===== src/rtl/vq_pkg.sv =====
// Shared constants and FSM encoding for the VQ compressor stream scheduler.
package vq_pkg;

  localparam int CODEWORDS = 64;
  localparam int CB_IDX_W  = 6;
  localparam int ADDR_W    = 18;

  typedef enum logic [2:0] {
    ST_IDLE    = 3'd0,
    ST_LOAD_CB = 3'd1,
    ST_STREAM  = 3'd2,
    ST_DRAIN   = 3'd3,
    ST_DONE    = 3'd4
  } state_t;

endpackage


===== src/rtl/vq_valid_pipe.sv =====
// Fixed-latency {valid, address} shift register that tracks pixels from the
// image RAM read to the tag RAM write.
module vq_valid_pipe #(
  parameter int LAT = 2,
  parameter int AW  = 18
) (
  input  logic          clk,
  input  logic          rst,
  input  logic          in_valid,
  input  logic [AW-1:0] in_addr,
  output logic          first_valid,
  output logic          last_valid,
  output logic [AW-1:0] last_addr
);

  logic [LAT-1:0] valid_q;
  logic [AW-1:0]  addr_q [LAT];

  always_ff @(posedge clk) begin
    if (rst) begin
      valid_q <= '0;
      // NOTE: address stages are cleared too, so the tag address reads 0 straight after reset.
      for (int i = 0; i < LAT; i++) addr_q[i] <= '0;
    end else begin
      valid_q[0] <= in_valid;
      addr_q[0]  <= in_addr;
      for (int i = 1; i < LAT; i++) begin
        valid_q[i] <= valid_q[i-1];
        addr_q[i]  <= addr_q[i-1];
      end
    end
  end

  assign first_valid = valid_q[0];
  assign last_valid  = valid_q[LAT-1];
  assign last_addr   = addr_q[LAT-1];

endmodule


===== src/rtl/vq_stream_scheduler.sv =====
// Sequencer: loads 64 codewords, streams every pixel at one per cycle, then
// drains the fixed-latency pipeline before signalling done.
module vq_stream_scheduler #(
  parameter int PIXELS   = 65536,
  parameter int PIPE_LAT = 2,
  parameter int ADDR_W   = vq_pkg::ADDR_W
) (
  input  logic                        clk,
  input  logic                        rst,
  input  logic                        start,
  output logic                        RAM_W_OE,
  output logic [ADDR_W-1:0]           RAM_W_A,
  output logic                        cb_we,
  output logic [vq_pkg::CB_IDX_W-1:0] cb_idx,
  output logic                        RAM_IF_OE,
  output logic [ADDR_W-1:0]           RAM_IF_A,
  output logic                        pix_valid,
  output logic                        RAM_TAG_WE,
  output logic [ADDR_W-1:0]           RAM_TAG_A,
  output logic                        busy,
  output logic                        done
);
  import vq_pkg::*;

  state_t              state_q, state_d;
  logic [CB_IDX_W-1:0] load_q, load_d;   // codeword index in LOAD_CB, drain count in DRAIN
  logic [ADDR_W-1:0]   pix_q, pix_d;

  // NOTE: state registers use non-blocking assignment so every flop samples pre-edge values.
  always_ff @(posedge clk) begin
    if (rst) begin
      state_q <= ST_IDLE;
      load_q  <= '0;
      pix_q   <= '0;
      cb_we   <= 1'b0;
      cb_idx  <= '0;
    end else begin
      state_q <= state_d;
      load_q  <= load_d;
      pix_q   <= pix_d;
      cb_we   <= RAM_W_OE;
      cb_idx  <= RAM_W_A[CB_IDX_W-1:0];
    end
  end

  always_comb begin
    // NOTE: every output of this block gets a default first, so no latch is inferred.
    state_d   = state_q;
    load_d    = load_q;
    pix_d     = pix_q;
    RAM_W_OE  = 1'b0;
    RAM_W_A   = '0;
    RAM_IF_OE = 1'b0;
    RAM_IF_A  = '0;
    busy      = 1'b0;
    done      = 1'b0;
    unique case (state_q)
      ST_IDLE: begin
        if (start) begin
          state_d = ST_LOAD_CB;
          load_d  = '0;
          pix_d   = '0;
        end
      end
      ST_LOAD_CB: begin
        busy     = 1'b1;
        RAM_W_OE = 1'b1;
        RAM_W_A  = {{(ADDR_W-CB_IDX_W){1'b0}}, load_q};
        if (load_q == CB_IDX_W'(CODEWORDS-1)) begin
          state_d = ST_STREAM;
          load_d  = '0;
          pix_d   = '0;
        end else begin
          load_d = load_q + 1'b1;
        end
      end
      ST_STREAM: begin
        busy      = 1'b1;
        RAM_IF_OE = 1'b1;
        RAM_IF_A  = pix_q;
        if (pix_q == ADDR_W'(PIXELS-1)) begin
          state_d = ST_DRAIN;
          load_d  = '0;
        end else begin
          pix_d = pix_q + 1'b1;
        end
      end
      ST_DRAIN: begin
        busy = 1'b1;
        if (load_q == CB_IDX_W'(PIPE_LAT-1)) state_d = ST_DONE;
        else                                 load_d  = load_q + 1'b1;
      end
      ST_DONE: begin
        done = 1'b1;
        if (start) begin
          state_d = ST_LOAD_CB;
          load_d  = '0;
          pix_d   = '0;
        end
      end
      default: state_d = ST_IDLE;
    endcase
  end

  vq_valid_pipe #(
    .LAT (PIPE_LAT),
    .AW  (ADDR_W)
  ) u_valid_pipe (
    .clk         (clk),
    .rst         (rst),
    .in_valid    (RAM_IF_OE),
    .in_addr     (RAM_IF_A),
    .first_valid (pix_valid),
    .last_valid  (RAM_TAG_WE),
    .last_addr   (RAM_TAG_A)
  );

endmodule


===== config.mk =====
export PLATFORM = sky130hd
export DESIGN_NAME = vq_stream_scheduler
export DESIGN_NICKNAME = d
export VERILOG_FILES = /design/src/rtl/vq_pkg.sv /design/src/rtl/vq_valid_pipe.sv /design/src/rtl/vq_stream_scheduler.sv
export SDC_FILE = /design/constraint.sdc
export NUM_CORES = 1
export LEC_CHECK = 0
export BUFFER_PORTS_ARGS = -buffer_cell sky130_fd_sc_hd__buf_2
export CAP_MARGIN = 20
export CORE_ASPECT_RATIO = 0.9
export CORE_MARGIN = 1.5
export CORE_UTILIZATION = 49
export CTS_CLUSTER_DIAMETER = 120
export CTS_CLUSTER_SIZE = 24
export DETAILED_ROUTE_END_ITERATION = 10
export PLACE_DENSITY = 0.75
export SYNTH_ARGS = -nofsm -noshare
export SYNTH_HDL_FRONTEND = slang
export SYNTH_HIERARCHICAL = 1
export SYNTH_SLANG_ARGS = --single-unit

===== constraint.sdc =====
create_clock -name clk -period 1.91 [get_ports clk]
set_input_delay 0.573 -clock clk [delete_from_list [all_inputs] [get_ports clk]]
set_output_delay 0.573 -clock clk [all_outputs]
set_load 0.1 [all_outputs]

* After elaboration in Yosys (flattened, before gate mapping)
Memory sizes are Yosys's and may differ from the RTL's.
Cells that the tools add are included.
** Operators by class
- Equality and inequality tests :: 13
- Multiplexer cells :: 25
- Magnitude comparators :: 0
- Multipliers :: 0
- Add/subtract/negate cells :: 2
- Bitwise logic cells :: 2
- Div/mod/pow operators :: 0
- Reduce and logical (&&, ||, !) cells :: 8
- Shifts and indexed selects :: 0
** Operators with widths (count)
- $mux 18 :: 6
- $pmux 18 s3 :: 1
- $mux 6 :: 5
- $pmux 6 s4 :: 1
- $add 18x1->18 const B :: 1
- $eq 18x16->1 const B :: 1
- $mux 3 :: 4
- $pmux 3 s4 :: 1
- $reduce_and 4->1 :: 3
- $ne 2x2->1 const B :: 5
- $mux 1 :: 7
- $add 6x1->6 const B :: 1
- $eq 3x2->1 const B :: 2
- $eq 6x1->1 const B :: 1
- $eq 6x6->1 const B :: 1
- $reduce_bool 4->1 :: 1
- $eq 3x1->1 const B :: 1
- $eq 3x3->1 const B :: 1
- $logic_not 3->1 :: 1
- $reduce_bool 3->1 :: 1
- $reduce_or 3->1 :: 1
- $ne 2x1->1 const B :: 1
- $or 1x1->1 :: 2
- $reduce_or 2->1 :: 1
** Word-level totals
- Memories kept :: 1
- Latch bits :: 0
- ROM bits :: 0
- Memory bits (writable) :: 36
- Bits in registers :: 36
- Output and inout bits :: 67
- Input bits :: 3
** Memory list
- u_valid_pipe.addr_q :: depth 2, width 18, rd ports 2, clocked after Yosys merged registers in 0, wr ports 2, line vq_valid_pipe.sv:17 : logic [AW-1:0] addr_q [LAT];

* Longest topological paths before layout
Gate-level depths: netlist of the first run.
- Depth in word-level cells :: 4
- Mapped depth :: 8

* Hierarchy
Netlist of the first run, hierarchy kept.
** Modules (own cells, without submodules)
- vq_stream_scheduler :: area an instance 2053.2 µm², seq. area each 680.7 µm², instances 1, cells each 261
- vq_valid_pipe :: area an instance 1347.5 µm², seq. area each 760.7 µm², instances 1, cells each 98

* Worst setup path after synthesis of the first run
Ideal clock, no wire load.
- Path type :: flip-flop to output port
- Start :: reg state_q[2]
- End :: out RAM_IF_A[16]
- Cell stages (with the launch flop) :: 8
- Slack :: -1460 ps
- Required time :: 1337 ps
- Arrival :: 2797 ps
- Buffers on the path :: 3
- Cell sequence :: dfxtp_1 -> clkbuf_1 -> nor2_1 -> nand2_1 -> inv_1 -> buf_2 -> clkbuf_1 -> and2_1
** On the way
- Word-level cells in the longest chain between the ends :: 2
** Ends and longest elaborated chain
- start, declared :: line vq_stream_scheduler.sv:25 : state_t state_q, state_d;
- start signal, assigned :: line vq_stream_scheduler.sv:38 : state_q <= state_d;
- $eq 3x2->1 :: line vq_stream_scheduler.sv:57 : unique case (state_q)
- $mux 18 :: line vq_stream_scheduler.sv:57
- end, declared :: line vq_stream_scheduler.sv:16 : output logic [ADDR_W-1:0] RAM_IF_A,
No other way between the ends.

* Final worst setup path of the first run
- Start :: reg state_q[2]
- End :: out RAM_W_A[2]
** On the way
- Word-level cells in the longest chain between the ends :: 2
** Ends and longest elaborated chain
- $eq 3x1->1 :: line vq_stream_scheduler.sv:57
- $mux 6 :: line vq_stream_scheduler.sv:57
- end, declared :: line vq_stream_scheduler.sv:12 : output logic [ADDR_W-1:0] RAM_W_A,
No other way between the ends.

==> results of run 1 <==
## metrics by stage
step / cell area (um2) / total power (uW) / util / hold slack, ns / cells
CTS: 4510 / 3570 / 0.678 / 0.439 / 524
finish: 4660 / 3660 / 0.700 / 0.436 / 535
global route: 4660 / 3800 / 0.700 / 0.453 / 535
detailed placement: 4250 / 2440 / 0.639 / 0.420 / 500
floorplan: 3570 / 2250 / - / 0.411 / 370
global placement: 4250 / 2430 / 0.639 / 0.413 / 500
## cells in the final DEF, fill, tap and decap left out, types with 5 or more instances in the layout
cell	count
clkbuf_8	9
nand3_1	11
nand2_1	19
buf_12	30
conb_1	12
and3_1	6
a21oi_1	23
inv_1	5
dfxtp_1	67
nor2_1	9
nor2b_4	20
nor2_4	5
o21ai_0	15
and2b_1	6
and2_4	19
nor2b_1	15
buf_4	47
buf_2	28
nor3_1	9
## worst max-delay path by stage
stage               cells past startpoint  slack, ns           end  startpoint
floorplan                               6      -0.39    RAM_W_A[0]  state_q[2]
global placement                        5       0.05  RAM_IF_A[14]  state_q[0]
detailed placement                      5      -0.02  RAM_IF_A[15]  state_q[0]
CTS                                     5      -0.22    RAM_W_A[2]  state_q[2]
global route                            5      -0.24    RAM_W_A[0]  state_q[2]
finish                                  5      -0.20    RAM_W_A[2]  state_q[2]
## what timing repair did
item                       in CTS  in global routing
gates cloned                    2                  0
pin swaps                       2                  4
gates resized for setup        14                 22
setup endpoints to repair      27                 50
buffers inserted                6                 11
## state kept, by name, summed over array words and instances (netlist names)
name                  cells
u_valid_pipe/addr_q      36
u_valid_pipe/valid_q      2
cb_we                     1
cb_idx                    6
load_q                    6
state_q                   3
pix_q                    18
## per-layer routing
metal | track usage | wire [um] | up-vias
li1 | - | - | 1378
met1 | 0.267 | 3440 | 1385
met2 | 0.392 | 4020 | 131
met3 | 0.0685 | 586 | 13
met4 | 0.0813 | 136 | 0
met5 | 0 | 0 | -
## critical path: stages, from the launching register on
cell and delay, ns:
dfxtp_2 0.34, nand2b_4 0.15, or2_4 0.28, clkinvlp_4 0.11
and2_4 0.15, buf_12 0.16
## cells by family (layout without fill, tap and decap cells)
| logic type | count (synthesis) | in the layout | share of synthesized area |
|---|---|---|---|
| fa+ha+maj | 3 | 3 | 0.0110 |
| flops | 72 | 72 | 0.424 |
| other cells | 1 | 12 | 0.00110 |
| simple gates | 151 | 151 | 0.310 |
| mux | 2 | 2 | 0.00589 |
| compound gates | 72 | 72 | 0.135 |
| buf+inv | 58 | 133 | 0.113 |
## layout make-up
| class | count | share of cell area |
|---|---|---|
| Multi-Input combinational cell | 240 | 0.374 |
| Sequential cell | 72 | 0.312 |
| Timing Repair Buffer | 108 | 0.242 |
| Clock buffer | 10 | 0.0274 |
| Tap cell | 90 | 0.0242 |
| Clock inverter | 6 | 0.00967 |
| Inverter | 7 | 0.00752 |
| Timing Repair inverter | 2 | 0.00430 |
## power by group
part           total [uW]  switching [uW]  internal (uW)
Sequential           1550            26.5           1530
Clock                1050             578            475
Combinational        1050             683            367
==> out/qor.yml, run 1 <==
power:
  p_leak_uw: 0.00189
  vdd_drop_max_uv: 651
  p_per_area_nw_per_um2: 785
logic_synthesis:
  syn_inst: 359
  synth_top_area_cell: "dfxtp_1"
  yosysTopAreaCellShare: 0.424
  yosysSeqAreaShare: 0.424
  synth_ff_type: "dfxtp_1"
  synth_most_common_cell: "dfxtp_1"
  synth_common_cells: "72 x dfxtp_1, 30 x buf_4, 23 x a21oi_1"
  ys_ff_latch: 72
  synth_warnings: 6
  async_flop_share: 0
  avgSynthCellArea_um2: 9.47
  synth_cell_types: 58
  synth_edf_count: 0
  synth_area_um2: 3400
  synth_area_leaders: "dfxtp_1 42%, nor2b_4 8.1%, buf_4 6.6%"
critical_path:
  rr_endpoint: "pix_q[1]"
  arrival_ns: 1.53
  regToRegSetupSlack_ns: 0.05
  cp-start-kind: "flop"
  worstPathRequired_ns: 1.34
  cp-end-kind: "output pin"
  r2r_start: "state_q[2]"
  critPathKind: "flop to output pin"
  reg2reg_depth: 8
  cp_max_fo: 5
placement:
  dp_hpwl_um: 5510
  gp_congestion: 0.845
  pre_cts_ws_ns: -0.0239
  portBuffers: 57
sta:
  clock.fmax_ghz: 0.474
  period_needed_ns: 2.11
  setup_viol: 26
  finClkSkew_ns: 0.0105
  rsz0062_at_grt: "true"
  timing.final.ws_setup_ns: -0.198
  tns_ns: -3.72
  slew_violations: 0
  hold_viol: 0
  min_period_over_period: 1.10
die:
  initial_utilization: 0.511
  dieArea_um2: 7450
  rows: 28
  io_pins: 70
  core_um2: 6660
  die_h_um: 82.0
  die_x_um: 90.8
layout:
  drive_gt1_frac: 0.440
  fin_nets: 446
  regArea_um2: 1450
  n_fill_cell: 485
  multiInputGateArea_um2: 1740
  area_delta_synth_final_pct: 37.0
  diodes: 0
clocking:
  cts_tree: "yes"
  clkTransAtPathRegs_ns: 0.08
  cts_root_buf: "clkbuf_8"
  clk_latency_ns: 0.35
  cts_buffer_depth: 2
  cts_sinks: 72
  cts-buffers-inserted: 9
  hold_buffers: 0
  cts_htree_levels: 3
outcome:
  status: "finished with violations"
  violations: "setup timing"
detailed_routing:
  drt-total-wl_um: 8180
  wl_per_cell_um: 15.3
  first_pass_iters: 5
  postRouteAntennaNets: 0
  drc: 0
  drt-initial-drc-count: 194
  via_per_inst: 5.43
  vias: 2907
worst_hold_path:
  worstHoldStart: "u_valid_pipe/addr_q[0][17]"
  whs_endpoint: "u_valid_pipe/addr_q[0][35]"
  min_path_cells: 1
  hold_path.class: "flop to flop"
grt:
  grt_max_degree: 28
  grt_pass1_wl_um: 13100
  grt_use_total: 0.226
  grt_overflow: 0
  grt_pass1_vias: 2733
  antenna_found_initial: 0
flow_run:
  drv_cap: 0
Note: power is estimated with default switching activity, not from simulation.
==> run 2: changes to the inputs <==
--- a/config.mk
+++ b/config.mk
@@ -5,15 +5,19 @@
 export SDC_FILE = /design/constraint.sdc
 export NUM_CORES = 1
 export LEC_CHECK = 0
+export ABC_AREA = 1
 export BUFFER_PORTS_ARGS = -buffer_cell sky130_fd_sc_hd__buf_2
 export CAP_MARGIN = 20
+export CELL_PAD_IN_SITES_DETAIL_PLACEMENT = 0
+export CELL_PAD_IN_SITES_GLOBAL_PLACEMENT = 1
 export CORE_ASPECT_RATIO = 0.9
 export CORE_MARGIN = 1.5
-export CORE_UTILIZATION = 49
+export CORE_UTILIZATION = 35
 export CTS_CLUSTER_DIAMETER = 120
 export CTS_CLUSTER_SIZE = 24
 export DETAILED_ROUTE_END_ITERATION = 10
-export PLACE_DENSITY = 0.75
+export PLACE_DENSITY_LB_ADDON = 0.1
+export SKIP_CTS_REPAIR_TIMING = 1
 export SYNTH_ARGS = -nofsm -noshare
 export SYNTH_HDL_FRONTEND = slang
 export SYNTH_HIERARCHICAL = 1
==> out/qor.yml, run 2 <==
logic_synthesis:
  yosysTopAreaCellShare: 0.410
  synth_cell_types: 34
  synth_area_um2: 3510
  yosysSeqAreaShare: 0.410
  syn_inst: 502
  synth_top_area_cell: "dfxtp_1"
  synth_ff_type: "dfxtp_1"
  synth_area_leaders: "dfxtp_1 41%, nor2_1 12%, nand2_1 9.6%"
  synth_edf_count: 0
  async_flop_share: 0
  synth_most_common_cell: "nor2_1"
  synth_warnings: 6
  ys_ff_latch: 72
  avgSynthCellArea_um2: 7.00
  synth_common_cells: "115 x nor2_1, 90 x nand2_1, 84 x inv_1"
grt:
  grt_use_total: 0.154
  antenna_found_initial: 0
  grt_overflow: 0
  grt_pass1_wl_um: 12800
  grt_pass1_vias: 2594
  grt_max_degree: 23
sta:
  min_period_over_period: 1.09
  period_needed_ns: 2.08
  hold_viol: 0
  slew_violations: 0
  timing.final.ws_setup_ns: -0.175
  clock.fmax_ghz: 0.480
  rsz0062_at_grt: "true"
  tns_ns: -3.05
  finClkSkew_ns: 0.00831
  relSlewSlack: 0.635
  worst_pin_slew_ns: 0.546
  setup_viol: 26
layout:
  fin_nets: 571
  reg_top3: "u_valid_pipe/addr_q (36), pix_q (18)"
  drive_gt1_frac: 0.284
  largest-register: "u_valid_pipe/addr_q"
  area_delta_synth_final_pct: 35.7
  largest_reg_flops: 36
  n_fill_cell: 978
  layout_common_cells: "89 x nand2_1, 87 x nor2_1, 82 x inv_1"
  final_common_cell: "nand2_1"
  diodes: 0
  final_area_um2: 4770
critical_path:
  cpMaxStageDelayCell: "dfxtp_4"
  crit_chain: "clkinv_4 > nand2_4 > nor2_4 > inv_4 > buf_12 > nor2_4 > buf_12"
  cp_max_fo: 7
  critical_path_buf_inv_count: 4
  cp-start-kind: "flop"
  arrival_ns: 1.51
  worstPathRequired_ns: 1.34
  cp-end-kind: "output pin"
  critPathKind: "flop to output pin"
  path_delay_family: "buffers and inverters"
  critPathMaxStageDelay_ns: 0.37
power:
  p_clk_frac: 0.328
  internal_power_uw: 2440
  vdd_drop_max_uv: 479
  p_per_area_nw_per_um2: 799
  p_leak_uw: 0.00194
  sw_frac_of_total: 0.358
  seqPwrFrac: 0.419
  p_sw_uw: 1360
  combPwrFrac: 0.253
outcome:
  status: "finished with violations"
  violations: "setup timing"
die:
  die_h_um: 98.0
  initial_utilization: 0.362
  rows: 34
  die_x_um: 109
  io_pins: 70
  dieArea_um2: 10600
  core_um2: 9700
worst_hold_path:
  hold_path.class: "flop to flop"
clocking:
  cts_sinks: 72
  cts-buffers-inserted: 9
  cts_tree: "yes"
  cts_htree_levels: 3
  cts_buffer_depth: 2
  clkTransAtPathRegs_ns: 0.08
  cts_root_buf: "clkbuf_8"
  clk_latency_ns: 0.36
placement:
  portBuffers: 57
  gp_congestion: 0.811
  place_area_um2: 4460
  dp_hpwl_um: 5680
detailed_routing:
  wl_per_cell_um: 11.3
  vias: 2925
  drt-total-wl_um: 7860
  drt-initial-drc-count: 119
  via_per_inst: 4.20
  drc: 0
  first_pass_iters: 4
  postRouteAntennaNets: 0
flow_run:
  drv_cap: 0
[run 2: logic make-up after synthesis]
| logic type | Yosys count | share of synthesized area |
|---|---|---|
| buffers and inverters | 130 | 0.191 |
| adders and majority gates | 3 | 0.0107 |
| and+or+nand+nor | 261 | 0.326 |
| AOI/OAI and AO/OA | 33 | 0.0552 |
| xor gates and xnor gates | 2 | 0.00499 |
| DFF | 72 | 0.410 |
| other | 1 | 0.00107 |
[run 2: stage by stage]
stage	hold slack, ns	setup WS (ns)	util	power, uW	instances
final	0.398	-0.175	0.491	3810	696
after global routing	0.410	-0.231	0.491	4010	696
after CTS	0.398	-0.264	0.481	3830	689
after detailed placement	0.393	0.0229	0.460	2570	673
after global placement	0.390	0.0654	0.460	2560	673
after floorplan	0.388	-0.146	-	2390	513
[run 2: power by group through the flow]
stage               Clock, uW  Combinational, uW  Sequential, uW
global route             1360               1040            1600
detailed placement          0                937            1630
floorplan                   0                718            1670
global placement            0                938            1630
finish                   1250                963            1590
CTS                      1300                940            1590
[run 2: final cells by class]
cell class / count / area (um2) / area share
Clock buffer: 9 / 124 / 0.0260
Timing Repair Buffer: 84 / 967 / 0.203
Inverter: 87 / 337 / 0.0706
Tap cell: 126 / 158 / 0.0331
Multi-Input combinational cell: 311 / 1650 / 0.346
Clock inverter: 7 / 78.8 / 0.0165
Sequential cell: 72 / 1450 / 0.305
[run 2: worst register-to-register path: cells and delay by family (launching register included)]
kind                       cells  cell delay (ns)
and+or+nand+nor                9             0.93
buffers and inverters          2             0.21
DFF                            1             0.38
adders and majority gates      1             0.17
[run 2: final timing paths]
path                              start                          to  slack, ns  depth (start not counted)
min reg2reg  u_valid_pipe/addr_q[0][13]  u_valid_pipe/addr_q[0][31]       0.40                          2
max                          state_q[2]                RAM_IF_A[11]      -0.17                          7
max reg2reg                   load_q[0]                    pix_q[9]       0.18                         12
min          u_valid_pipe/addr_q[0][13]  u_valid_pipe/addr_q[0][31]       0.40                          2
[run 2: routing by layer]
metal / GRT usage / share of wire / vias to the layer above
met5: 0 / 0 / -
met4: 0.0577 / 0.014 / 0
met3: 0.0434 / 0.039 / 12
met2: 0.228 / 0.45 / 49
met1: 0.212 / 0.49 / 1275
li1: - / - / 1589
